## src/rtl/stopwatch_ctrl.sv

```systemverilog
// Stopwatch sequencer: arbitrates button pulses, drives timer enable/rate and counter clear,
// and holds a lap value on the display for HOLD_TICKS seconds while counting continues.
module stopwatch_ctrl #(
    parameter int unsigned HOLD_TICKS = 5
) (
    input  logic       clk,
    input  logic       n_rst,
    input  logic       one_pulse,
    input  logic       ten_pulse,
    input  logic       pause_pulse,
    input  logic       clear_pulse,
    input  logic       lap_pulse,
    input  logic       second_tick,
    input  logic [7:0] live_bcd,
    output logic       timer_enable,
    output logic       ten_sec_mode,
    output logic       counter_clear,
    output logic [7:0] disp_bcd,
    output logic       lap_active,
    output logic [2:0] state
);

    typedef enum logic [2:0] {
        S_IDLE    = 3'd0,
        S_RUN_ONE = 3'd1,
        S_RUN_TEN = 3'd2,
        S_PAUSED  = 3'd3,
        S_LAP     = 3'd4
    } state_e;

    localparam logic [7:0] HOLD_MAX = 8'(HOLD_TICKS);

    state_e     state_q, state_d;
    logic [7:0] lap_reg_q, lap_reg_d;
    logic [7:0] hold_cnt_q, hold_cnt_d;
    logic       saved_mode_q, saved_mode_d;
    logic       clear_q, clear_d;

    // Exactly one pulse acts per cycle: clear > pause > lap > ten > one.
    logic act_clear, act_pause, act_lap, act_ten, act_one;
    assign act_clear = clear_pulse;
    assign act_pause = pause_pulse & ~act_clear;
    assign act_lap   = lap_pulse   & ~act_clear & ~pause_pulse;
    assign act_ten   = ten_pulse   & ~act_clear & ~pause_pulse & ~lap_pulse;
    assign act_one   = one_pulse   & ~act_clear & ~pause_pulse & ~lap_pulse & ~ten_pulse;

    // NOTE: sequential state uses non-blocking assignments so every register samples pre-edge values.
    always_ff @(posedge clk or negedge n_rst) begin
        if (!n_rst) begin
            state_q      <= S_IDLE;
            lap_reg_q    <= 8'h00;
            hold_cnt_q   <= 8'd0;
            saved_mode_q <= 1'b0;
            clear_q      <= 1'b0;
        end else begin
            state_q      <= state_d;
            lap_reg_q    <= lap_reg_d;
            hold_cnt_q   <= hold_cnt_d;
            saved_mode_q <= saved_mode_d;
            clear_q      <= clear_d;
        end
    end

    // NOTE: every combinational output gets a default first so no latch is inferred.
    always_comb begin
        state_d      = state_q;
        lap_reg_d    = lap_reg_q;
        hold_cnt_d   = hold_cnt_q;
        saved_mode_d = saved_mode_q;
        clear_d      = 1'b0;
        if (act_clear) begin
            state_d      = S_IDLE;
            lap_reg_d    = 8'h00;
            hold_cnt_d   = 8'd0;
            saved_mode_d = 1'b0;
            clear_d      = 1'b1;
        end else begin
            unique case (state_q)
                S_IDLE: begin
                    if (act_ten) begin
                        state_d      = S_RUN_TEN;
                        saved_mode_d = 1'b1;
                    end else if (act_one) begin
                        state_d      = S_RUN_ONE;
                        saved_mode_d = 1'b0;
                    end
                end
                S_RUN_ONE, S_RUN_TEN, S_PAUSED: begin
                    if (act_pause) begin
                        if (state_q == S_PAUSED) state_d = saved_mode_q ? S_RUN_TEN : S_RUN_ONE;
                        else                     state_d = S_PAUSED;
                    end else if (act_lap && state_q != S_PAUSED) begin
                        state_d    = S_LAP;
                        lap_reg_d  = live_bcd;
                        hold_cnt_d = 8'd0;
                    end else if (act_ten) begin
                        state_d      = S_RUN_TEN;
                        saved_mode_d = 1'b1;
                    end else if (act_one) begin
                        state_d      = S_RUN_ONE;
                        saved_mode_d = 1'b0;
                    end
                end
                S_LAP: begin
                    if (act_pause) begin
                        state_d = S_PAUSED;
                    end else if (act_lap) begin
                        // Re-capture takes precedence over a coincident second_tick.
                        lap_reg_d  = live_bcd;
                        hold_cnt_d = 8'd0;
                    end else begin
                        if (act_ten)      saved_mode_d = 1'b1;
                        else if (act_one) saved_mode_d = 1'b0;
                        if (second_tick && hold_cnt_q < HOLD_MAX) hold_cnt_d = hold_cnt_q + 8'd1;
                        if (hold_cnt_q >= HOLD_MAX) state_d = saved_mode_d ? S_RUN_TEN : S_RUN_ONE;
                    end
                end
                default: state_d = S_IDLE;
            endcase
        end
    end

    // Moore outputs decoded from the state register only.
    always_comb begin
        timer_enable = 1'b0;
        lap_active   = 1'b0;
        unique case (state_q)
            S_RUN_ONE, S_RUN_TEN: timer_enable = 1'b1;
            S_LAP: begin
                timer_enable = 1'b1;
                lap_active   = 1'b1;
            end
            default: ;
        endcase
    end

    assign ten_sec_mode  = saved_mode_q;
    assign counter_clear = clear_q;
    assign state         = state_q;
    assign disp_bcd      = lap_active ? lap_reg_q : live_bcd;

endmodule

```

## config.mk

```make
export PLATFORM = sky130hd
export DESIGN_NAME = stopwatch_ctrl
export DESIGN_NICKNAME = d
export VERILOG_FILES = /design/src/rtl/stopwatch_ctrl.sv
export SDC_FILE = /design/constraint.sdc
export NUM_CORES = 1
export LEC_CHECK = 0
export CELL_PAD_IN_SITES_DETAIL_PLACEMENT = 2
export CELL_PAD_IN_SITES_GLOBAL_PLACEMENT = 2
export CORE_MARGIN = 8
export CORE_UTILIZATION = 30
export CTS_CLUSTER_SIZE = 25
export DETAILED_ROUTE_END_ITERATION = 8
export PLACE_DENSITY = 0.86
export SLEW_MARGIN = 0
export SYNTH_ARGS = -nofsm -noshare
export SYNTH_HDL_FRONTEND = slang
export SYNTH_SLANG_ARGS = --single-unit
export TNS_END_PERCENT = 50
```

## constraint.sdc

```tcl
create_clock -name clk -period 1.91 [get_ports clk]
set_input_delay 0.2865 -clock clk [delete_from_list [all_inputs] [get_ports clk]]
set_output_delay 0.2865 -clock clk [all_outputs]
set_load 0.1 [all_outputs]
```

==> results.toml, run 1 <==
[clock_tree]
cts_num_sinks = 21
cts.reportedPaths.clkPinSlew_ps = 90
cts-htree-levels = 1
root_buffer = "sky130_fd_sc_hd__clkbuf_8"
clock_tree.buffer_depth = 2
cts_tree = "built"
clk-insertion-delay-late_ps = 270
tritoncts.num_buffers = 3

[global_routing]
maximum_number_of_pins_on_one_net_before_global_route_repair = 22
global_route_wire_length_before_repair_mm = 7.941
grt_use_met1 = 0.1766
grt_overflow_total = 0
grt.met3_usage = 0.01948
vias_in_the_first_global_route = 1491
grtUsageMet2 = 0.2913
most_used_routing_layer_in_global_routing = "met2"
antenna_found_initial = 0
grt_use_total = 0.1560

[sta]
fmax_mhz = 473.7
worst_slew_pin_slew_ps = 410.4
report.final.slew_viol_count = 0
fin_worst_hold_slack_ps = 373.9
final.setup.tns_ps = -1812
worst_clock_skew_ps = 9.808
slew_headroom = 0.7225
final-setup-viol-count = 10
period_share = 1.105
setup_slack_of_the_critical_path_after_layout_ps = -201.1
min_period_ps = 2111
rsz_0062_raised_after_global_routing = "true"
final-hold-violation-count = 0

[place]
place_area_mm2 = 0.002003
dp.cells = 232
dp_hpwl_mm = 3.770
place.port_buffers = 30
gp_congestion = 0.8496

[layout]
syn2layout_area_growth_pct = 56.36
post-route-cell-area_mm2 = 0.002076
final-instance-count-excl-fill = 237
postLayoutCoreUtil = 0.4800
num_antenna_cells = 0
drive_above_1_share = 0.3081
finish.net_count = 205

[routing]
total_wire_length_after_detailed_routing_mm = 4.932
antenna_left = 0
detail_route.wl_per_cell_um = 20.81
post_drt_via_cell_ratio = 5.397
drtIter0Drc = 64
detailedRoute.firstPassIterationCount = 4
post-route-drc-count = 0
dr_total_vias = 1279

[power_and_ir_drop]
ir_worst_vdd_v = 0.0002729
power.leakage_uw = 0.0009780
power_density_mw_per_mm2 = 664.3

[worst_hold_path]
worst_hold_path_type = "input pin to asynchronous set/reset pin"

[floorplan]
fp.dieW_um = 82.52
placeableCoreArea_mm2 = 0.004324
num_rows = 24
dieArea_mm2 = 0.006810
starting_density_of_the_core = 0.3070
io_pins = 31
fp.dieH_um = 82.52

[yosys]
synth-main-ff-cell = "sky130_fd_sc_hd__dfrtp_1"
syn-mean-instance-area_um2 = 9.415
post_synth_inst_count = 141
ys_async_sr_fraction = 1.000
synthesis.nets = 160
netlist_area_mm2 = 0.001328
sequential_fraction_of_the_synthesis_area = 0.3959
post_synth_num_cell_types = 44
synth.ff_latch_count = 21
ys_warn_count = 0
synth-edff-count = 0

[critical_path]
timing_worst_setup_path_type = "register to output port"
critPathLaunchType = "register"
timing.critical_path.to_type = "output port"
data_arrival_time_at_the_worst_slack_endpoint_ps = 1820
path_max_fanout = 9
wp_data_required_ps = 1620

[run_status]
violations = "setup timing"
status = "finished with violations"

[job]
max_cap_violations = 0
[worst max-delay path: stages, from the launching register on]
cell and delay [ps]:
sky130_fd_sc_hd__dfrtp_4 480, sky130_fd_sc_hd__or3b_4 430, sky130_fd_sc_hd__buf_12 160, sky130_fd_sc_hd__mux2_4 320, sky130_fd_sc_hd__buf_12 170
[cells in the final DEF, fill, tap and decap left out, types with 3 or more instances in the layout]
cell type,netlist,final
sky130_fd_sc_hd__a21o_1,8,8
sky130_fd_sc_hd__a21oi_1,5,5
sky130_fd_sc_hd__and3_1,5,5
sky130_fd_sc_hd__buf_12,0,15
sky130_fd_sc_hd__buf_4,1,19
sky130_fd_sc_hd__clkbuf_8,0,3
sky130_fd_sc_hd__clkdlybuf4s50_1,0,15
sky130_fd_sc_hd__dfrtp_1,21,18
sky130_fd_sc_hd__dfrtp_4,0,3
sky130_fd_sc_hd__ha_1,3,3
sky130_fd_sc_hd__inv_1,9,8
sky130_fd_sc_hd__mux2_4,0,7
sky130_fd_sc_hd__nand2_1,7,7
sky130_fd_sc_hd__nand2b_1,4,4
sky130_fd_sc_hd__nand3_1,6,6
sky130_fd_sc_hd__nor2_1,8,8
sky130_fd_sc_hd__nor3_1,4,4
sky130_fd_sc_hd__nor3b_1,8,8
sky130_fd_sc_hd__o211ai_1,3,3
[Yosys cell counts, types with 2 or more instances]
master,instances,area share
sky130_fd_sc_hd__nor4b_1,2,0.013
sky130_fd_sc_hd__dfrtp_1,21,0.40
sky130_fd_sc_hd__inv_1,9,0.025
sky130_fd_sc_hd__a21o_1,8,0.045
sky130_fd_sc_hd__o211ai_1,3,0.017
sky130_fd_sc_hd__and3_1,5,0.024
sky130_fd_sc_hd__clkbuf_1,5,0.014
sky130_fd_sc_hd__nor3_1,4,0.015
sky130_fd_sc_hd__o21ai_0,3,0.011
sky130_fd_sc_hd__xnor2_1,2,0.013
sky130_fd_sc_hd__mux2_2,8,0.068
sky130_fd_sc_hd__nand2b_1,4,0.019
sky130_fd_sc_hd__a21oi_1,5,0.019
sky130_fd_sc_hd__nor3b_1,8,0.045
sky130_fd_sc_hd__nand3_1,6,0.023
sky130_fd_sc_hd__nor2_1,8,0.023
sky130_fd_sc_hd__a21boi_0,2,0.011
sky130_fd_sc_hd__buf_2,3,0.011
sky130_fd_sc_hd__nand2_1,7,0.020
sky130_fd_sc_hd__o32a_1,2,0.015
sky130_fd_sc_hd__ha_1,3,0.028
[area by class of cell]
| type | instances | area (um^2) |
|---|---|---|
| fill | 472 | 2248 |
| tap | 52 | 65.06 |
| multi-input combinational | 102 | 797.0 |
| inverter | 9 | 37.54 |
| timing repair buffer | 49 | 593.1 |
| clock buffer | 3 | 41.29 |
| clock inverter | 1 | 5.005 |
| sequential | 21 | 536.8 |
[state kept, by name, indices dropped and copies added, names as in the netlist]
name           flops
state              3
hold_cnt_q         8
counter_clear      1
lap_reg_q          8
ten_sec_mode       1
[what timing repair did]
action	4_1_cts	5_1_grt
buffers inserted	0	1
pin swaps	0	1
gates resized for setup	4	1
hold buffers	0	0
endpoints found under the setup margin	10	11
[worst paths after layout]
| path | startpoint | end | slack [ps] | depth (start not counted) |
|---|---|---|---|---|
| max in group asynchronous | n_rst | state[2] | 1270 | 2 |
| worst min-delay path | n_rst | hold_cnt_q[4] | 370 | 2 |
| worst max-delay path | state[0] | disp_bcd[3] | -200 | 4 |
| min in group clk | lap_reg_q[2] | lap_reg_q[2] | 480 | 1 |
| worst min register to register | lap_reg_q[2] | lap_reg_q[2] | 480 | 1 |
| worst max register to register | state[0] | hold_cnt_q[3] | 20 | 5 |
[kinds of logic after synthesis]
kind of cell / after synthesis / share of synthesized area
AO/OA/AOI/OAI: 37 / 0.2102
XOR/XNOR: 3 / 0.01980
adder cells (fa/ha/maj): 3 / 0.02828
buffers and inverters: 18 / 0.05655
flip-flops: 21 / 0.3958
multiplexers: 9 / 0.07540
AND/OR/NAND/NOR: 50 / 0.2140
[stage by stage]
stage                     total power, uW  setup slack (ps)
after global placement               1059             27.52
after detailed placement             1077            -114.3
after global routing                 1431            -235.0
after floorplan                     852.1            -147.1
final                                1379            -201.1
after CTS                            1394            -220.5
[per-layer routing]
| layer | wire (um) | share of wire |
|---|---|---|
| met3 | 151 | 0.031 |
| met2 | 2771 | 0.56 |
| met5 | 0 | 0 |
| met1 | 1925 | 0.39 |
| met4 | 85 | 0.017 |
[power by group]
group | switching (uW) | internal [uW] | leakage, uW
clock network | 160 | 146 | 0.0000255
registers | 10.5 | 462 | 0.000284
logic | 365 | 236 | 0.000669
Power figures use the tool's default switching activity.
==> run 2: changes to the inputs <==
--- a/config.mk
+++ b/config.mk
@@ -5,13 +5,13 @@
 export SDC_FILE = /design/constraint.sdc
 export NUM_CORES = 1
 export LEC_CHECK = 0
+export ABC_AREA = 1
 export CELL_PAD_IN_SITES_DETAIL_PLACEMENT = 2
 export CELL_PAD_IN_SITES_GLOBAL_PLACEMENT = 2
-export CORE_MARGIN = 8
-export CORE_UTILIZATION = 30
+export CORE_UTILIZATION = 27
 export CTS_CLUSTER_SIZE = 25
 export DETAILED_ROUTE_END_ITERATION = 8
-export PLACE_DENSITY = 0.86
+export PLACE_DENSITY = 0.85
 export SLEW_MARGIN = 0
 export SYNTH_ARGS = -nofsm -noshare
 export SYNTH_HDL_FRONTEND = slang
==> results.toml, run 2 <==
[power_and_ir_drop]
power.leakage_uw = 0.0009921
power_density_mw_per_mm2 = 644.5
p_total_uw = 1323
ir_worst_vdd_v = 0.0003811

[yosys]
synth-edff-count = 0
post_synth_inst_count = 198
synth.area.top_cells = "sky130_fd_sc_hd__dfrtp_1, sky130_fd_sc_hd__nand2_1, sky130_fd_sc_hd__nand3_1"
ys_async_sr_fraction = 1.000
ys_warn_count = 0
area_share_of_the_largest_cell_type_after_synthesis = 0.3774
cell_with_the_most_instances_after_synthesis = "sky130_fd_sc_hd__nand2_1"
synthesis.nets = 217
synth_largest_area_cell = "sky130_fd_sc_hd__dfrtp_1"
sequential_fraction_of_the_synthesis_area = 0.3774
synth.ff_latch_count = 21
post_synth_num_cell_types = 24
netlist_area_mm2 = 0.001393
synth-main-ff-cell = "sky130_fd_sc_hd__dfrtp_1"
post_synth_most_frequent_cells = "sky130_fd_sc_hd__nand2_1, sky130_fd_sc_hd__dfrtp_1, sky130_fd_sc_hd__nand3_1, sky130_fd_sc_hd__inv_1, sky130_fd_sc_hd__nor2_1"
syn-mean-instance-area_um2 = 7.033

[floorplan]
starting_density_of_the_core = 0.2872
fp.dieH_um = 73.82
fp.dieW_um = 73.82
io_pins = 31
placeableCoreArea_mm2 = 0.004848
num_rows = 25
dieArea_mm2 = 0.005449

[critical_path]
cp_delay_by_family_top = "flip-flops"
critical-path-slowest-cell = "sky130_fd_sc_hd__dfrtp_4"
timing.critical_path.to_type = "output port"
path_max_fanout = 12
timing_worst_setup_path_type = "register to output port"
worst-path-buf-inv = 2
cp_num_cells = 6
crit_path_cell_trace = "nor2_4 > nand2_4 > buf_6 > nand2_1 > nand2_4 > buf_12"
data_arrival_time_at_the_worst_slack_endpoint_ps = 1550
path_common_cell = "sky130_fd_sc_hd__nand2_4"
wp_data_required_ps = 1620
crit_path_max_incr_delay_ps = 530
rr_worst_depth = 9
critPathLaunchType = "register"

[sta]
fmax_mhz = 543.5
worst_slew_pin_slew_ps = 298.5
final-setup-viol-count = 0
worst_clock_skew_ps = 1.918
min_period_ps = 1840
rsz_0062_raised_after_global_routing = "true"
fin_worst_hold_slack_ps = 358.7
slew_headroom = 0.7995
final.setup.tns_ps = 0
period_share = 0.9634
final-hold-violation-count = 0
report.final.slew_viol_count = 0

[layout]
final-instance-count-excl-fill = 302
register_area_um2 = 534.3
syn2layout_area_growth_pct = 47.44
drive_above_1_share = 0.2723
multiInputGateArea_um2 = 822.0
num_antenna_cells = 0
post-route-cell-area_mm2 = 0.002053
most-common-layout-cells = "sky130_fd_sc_hd__nand2_1, sky130_fd_sc_hd__nand3_1, sky130_fd_sc_hd__inv_1, sky130_fd_sc_hd__dfrtp_1, sky130_fd_sc_hd__clkdlybuf4s50_1"
finish.net_count = 255
fillerInstances = 551
most_common_cell_after_layout_fill_and_taps_aside = "sky130_fd_sc_hd__nand2_1"

[clock_tree]
clk-insertion-delay-late_ps = 270
root_buffer = "sky130_fd_sc_hd__clkbuf_8"
clock_tree.buffer_depth = 2
cts_tree = "built"
tritoncts.num_buffers = 3
cts-htree-levels = 1
cts_num_sinks = 21
cts.reportedPaths.clkPinSlew_ps = 80

[run_status]
status = "complete, no violations"

[global_routing]
grt_overflow_total = 0
vias_in_the_first_global_route = 1522
global_route_wire_length_before_repair_mm = 7.486
antenna_found_initial = 0
maximum_number_of_pins_on_one_net_before_global_route_repair = 22
grt_use_total = 0.1893

[routing]
dr_total_vias = 1411
detail_route.wl_per_cell_um = 15.13
detailedRoute.firstPassIterationCount = 4
post-route-drc-count = 0
post_drt_via_cell_ratio = 4.672
drtIter0Drc = 24
total_wire_length_after_detailed_routing_mm = 4.569
antenna_left = 0

[worst_hold_path]
worst_hold_path_type = "input pin to asynchronous set/reset pin"

[place]
place.port_buffers = 30
place_area_mm2 = 0.001982
dp.cells = 297
dp_hpwl_mm = 3.622
gp_congestion = 0.7597

[job]
max_cap_violations = 0
## run 2: final timing paths
path	slack, ps	from	to
worst min-delay path	360	n_rst	hold_cnt_q[2]
worst max-delay path	70	state[1]	disp_bcd[4]
worst min register to register	500	lap_reg_q[5]	lap_reg_q[5]
min in group clk	500	lap_reg_q[5]	lap_reg_q[5]
worst max register to register	190	state[1]	hold_cnt_q[3]
max in group asynchronous	1300	n_rst	state[1]
## run 2: through the flow
| step | util | worst slack, ps |
|---|---|---|
| after global routing | 0.4235 | -2.738 |
| after global placement | 0.4088 | 109.4 |
| final | 0.4235 | 69.98 |
| after detailed placement | 0.4088 | -3.394 |
| after CTS | 0.4219 | 6.898 |
| after floorplan | - | -109.5 |
## run 2: layer usage
layer | part of all wire | global-route usage | up-vias
met5 | 0 | 0 | -
met1 | 0.42 | 0.2230 | 687
li1 | - | - | 694
met4 | 0.011 | 0.05128 | 0
met2 | 0.54 | 0.3507 | 25
met3 | 0.026 | 0.03155 | 5
## run 2: cell families after synthesis
group,Yosys count,synth area share
compound gates,14,0.07368
flops,21,0.3774
buf+inv,27,0.08714
fa+ha+maj,3,0.02696
simple gates,133,0.4349
## run 2: layout make-up
class / count / share of cell area
Clock buffer: 4 / 0.02194
Sequential cell: 21 / 0.2602
Tap cell: 67 / 0.04083
Inverter: 21 / 0.04083
Timing Repair Buffer: 39 / 0.2358
Multi-Input combinational cell: 150 / 0.4004
## run 2: what timing repair did
| item | CTS | global route |
|---|---|---|
| pin swaps | 1 | 1 |
| endpoints found under the setup margin | 9 | 8 |
| resized for setup | 4 | 2 |
| setup buffers | 1 | 0 |
| hold buffers | 0 | 0 |
## run 2: worst reg2reg max path, cell delays in order (launching register included)
cell and delay (ps):
sky130_fd_sc_hd__dfrtp_4 530, sky130_fd_sc_hd__nor2_4 130, sky130_fd_sc_hd__buf_4 150, sky130_fd_sc_hd__nor2_4 50, sky130_fd_sc_hd__nand3_2 90, sky130_fd_sc_hd__nand2_2 100
sky130_fd_sc_hd__nand2_4 260, sky130_fd_sc_hd__nand2_2 150, sky130_fd_sc_hd__nand2_1 100, sky130_fd_sc_hd__nand2_1 50
## run 2: power breakdown
part / leakage [uW] / internal (uW) / switching [uW] / total (uW)
registers: 0.000277 / 471 / 22.1 / 493
clock network: 0.0000228 / 149 / 157 / 306
logic: 0.000692 / 184 / 341 / 524
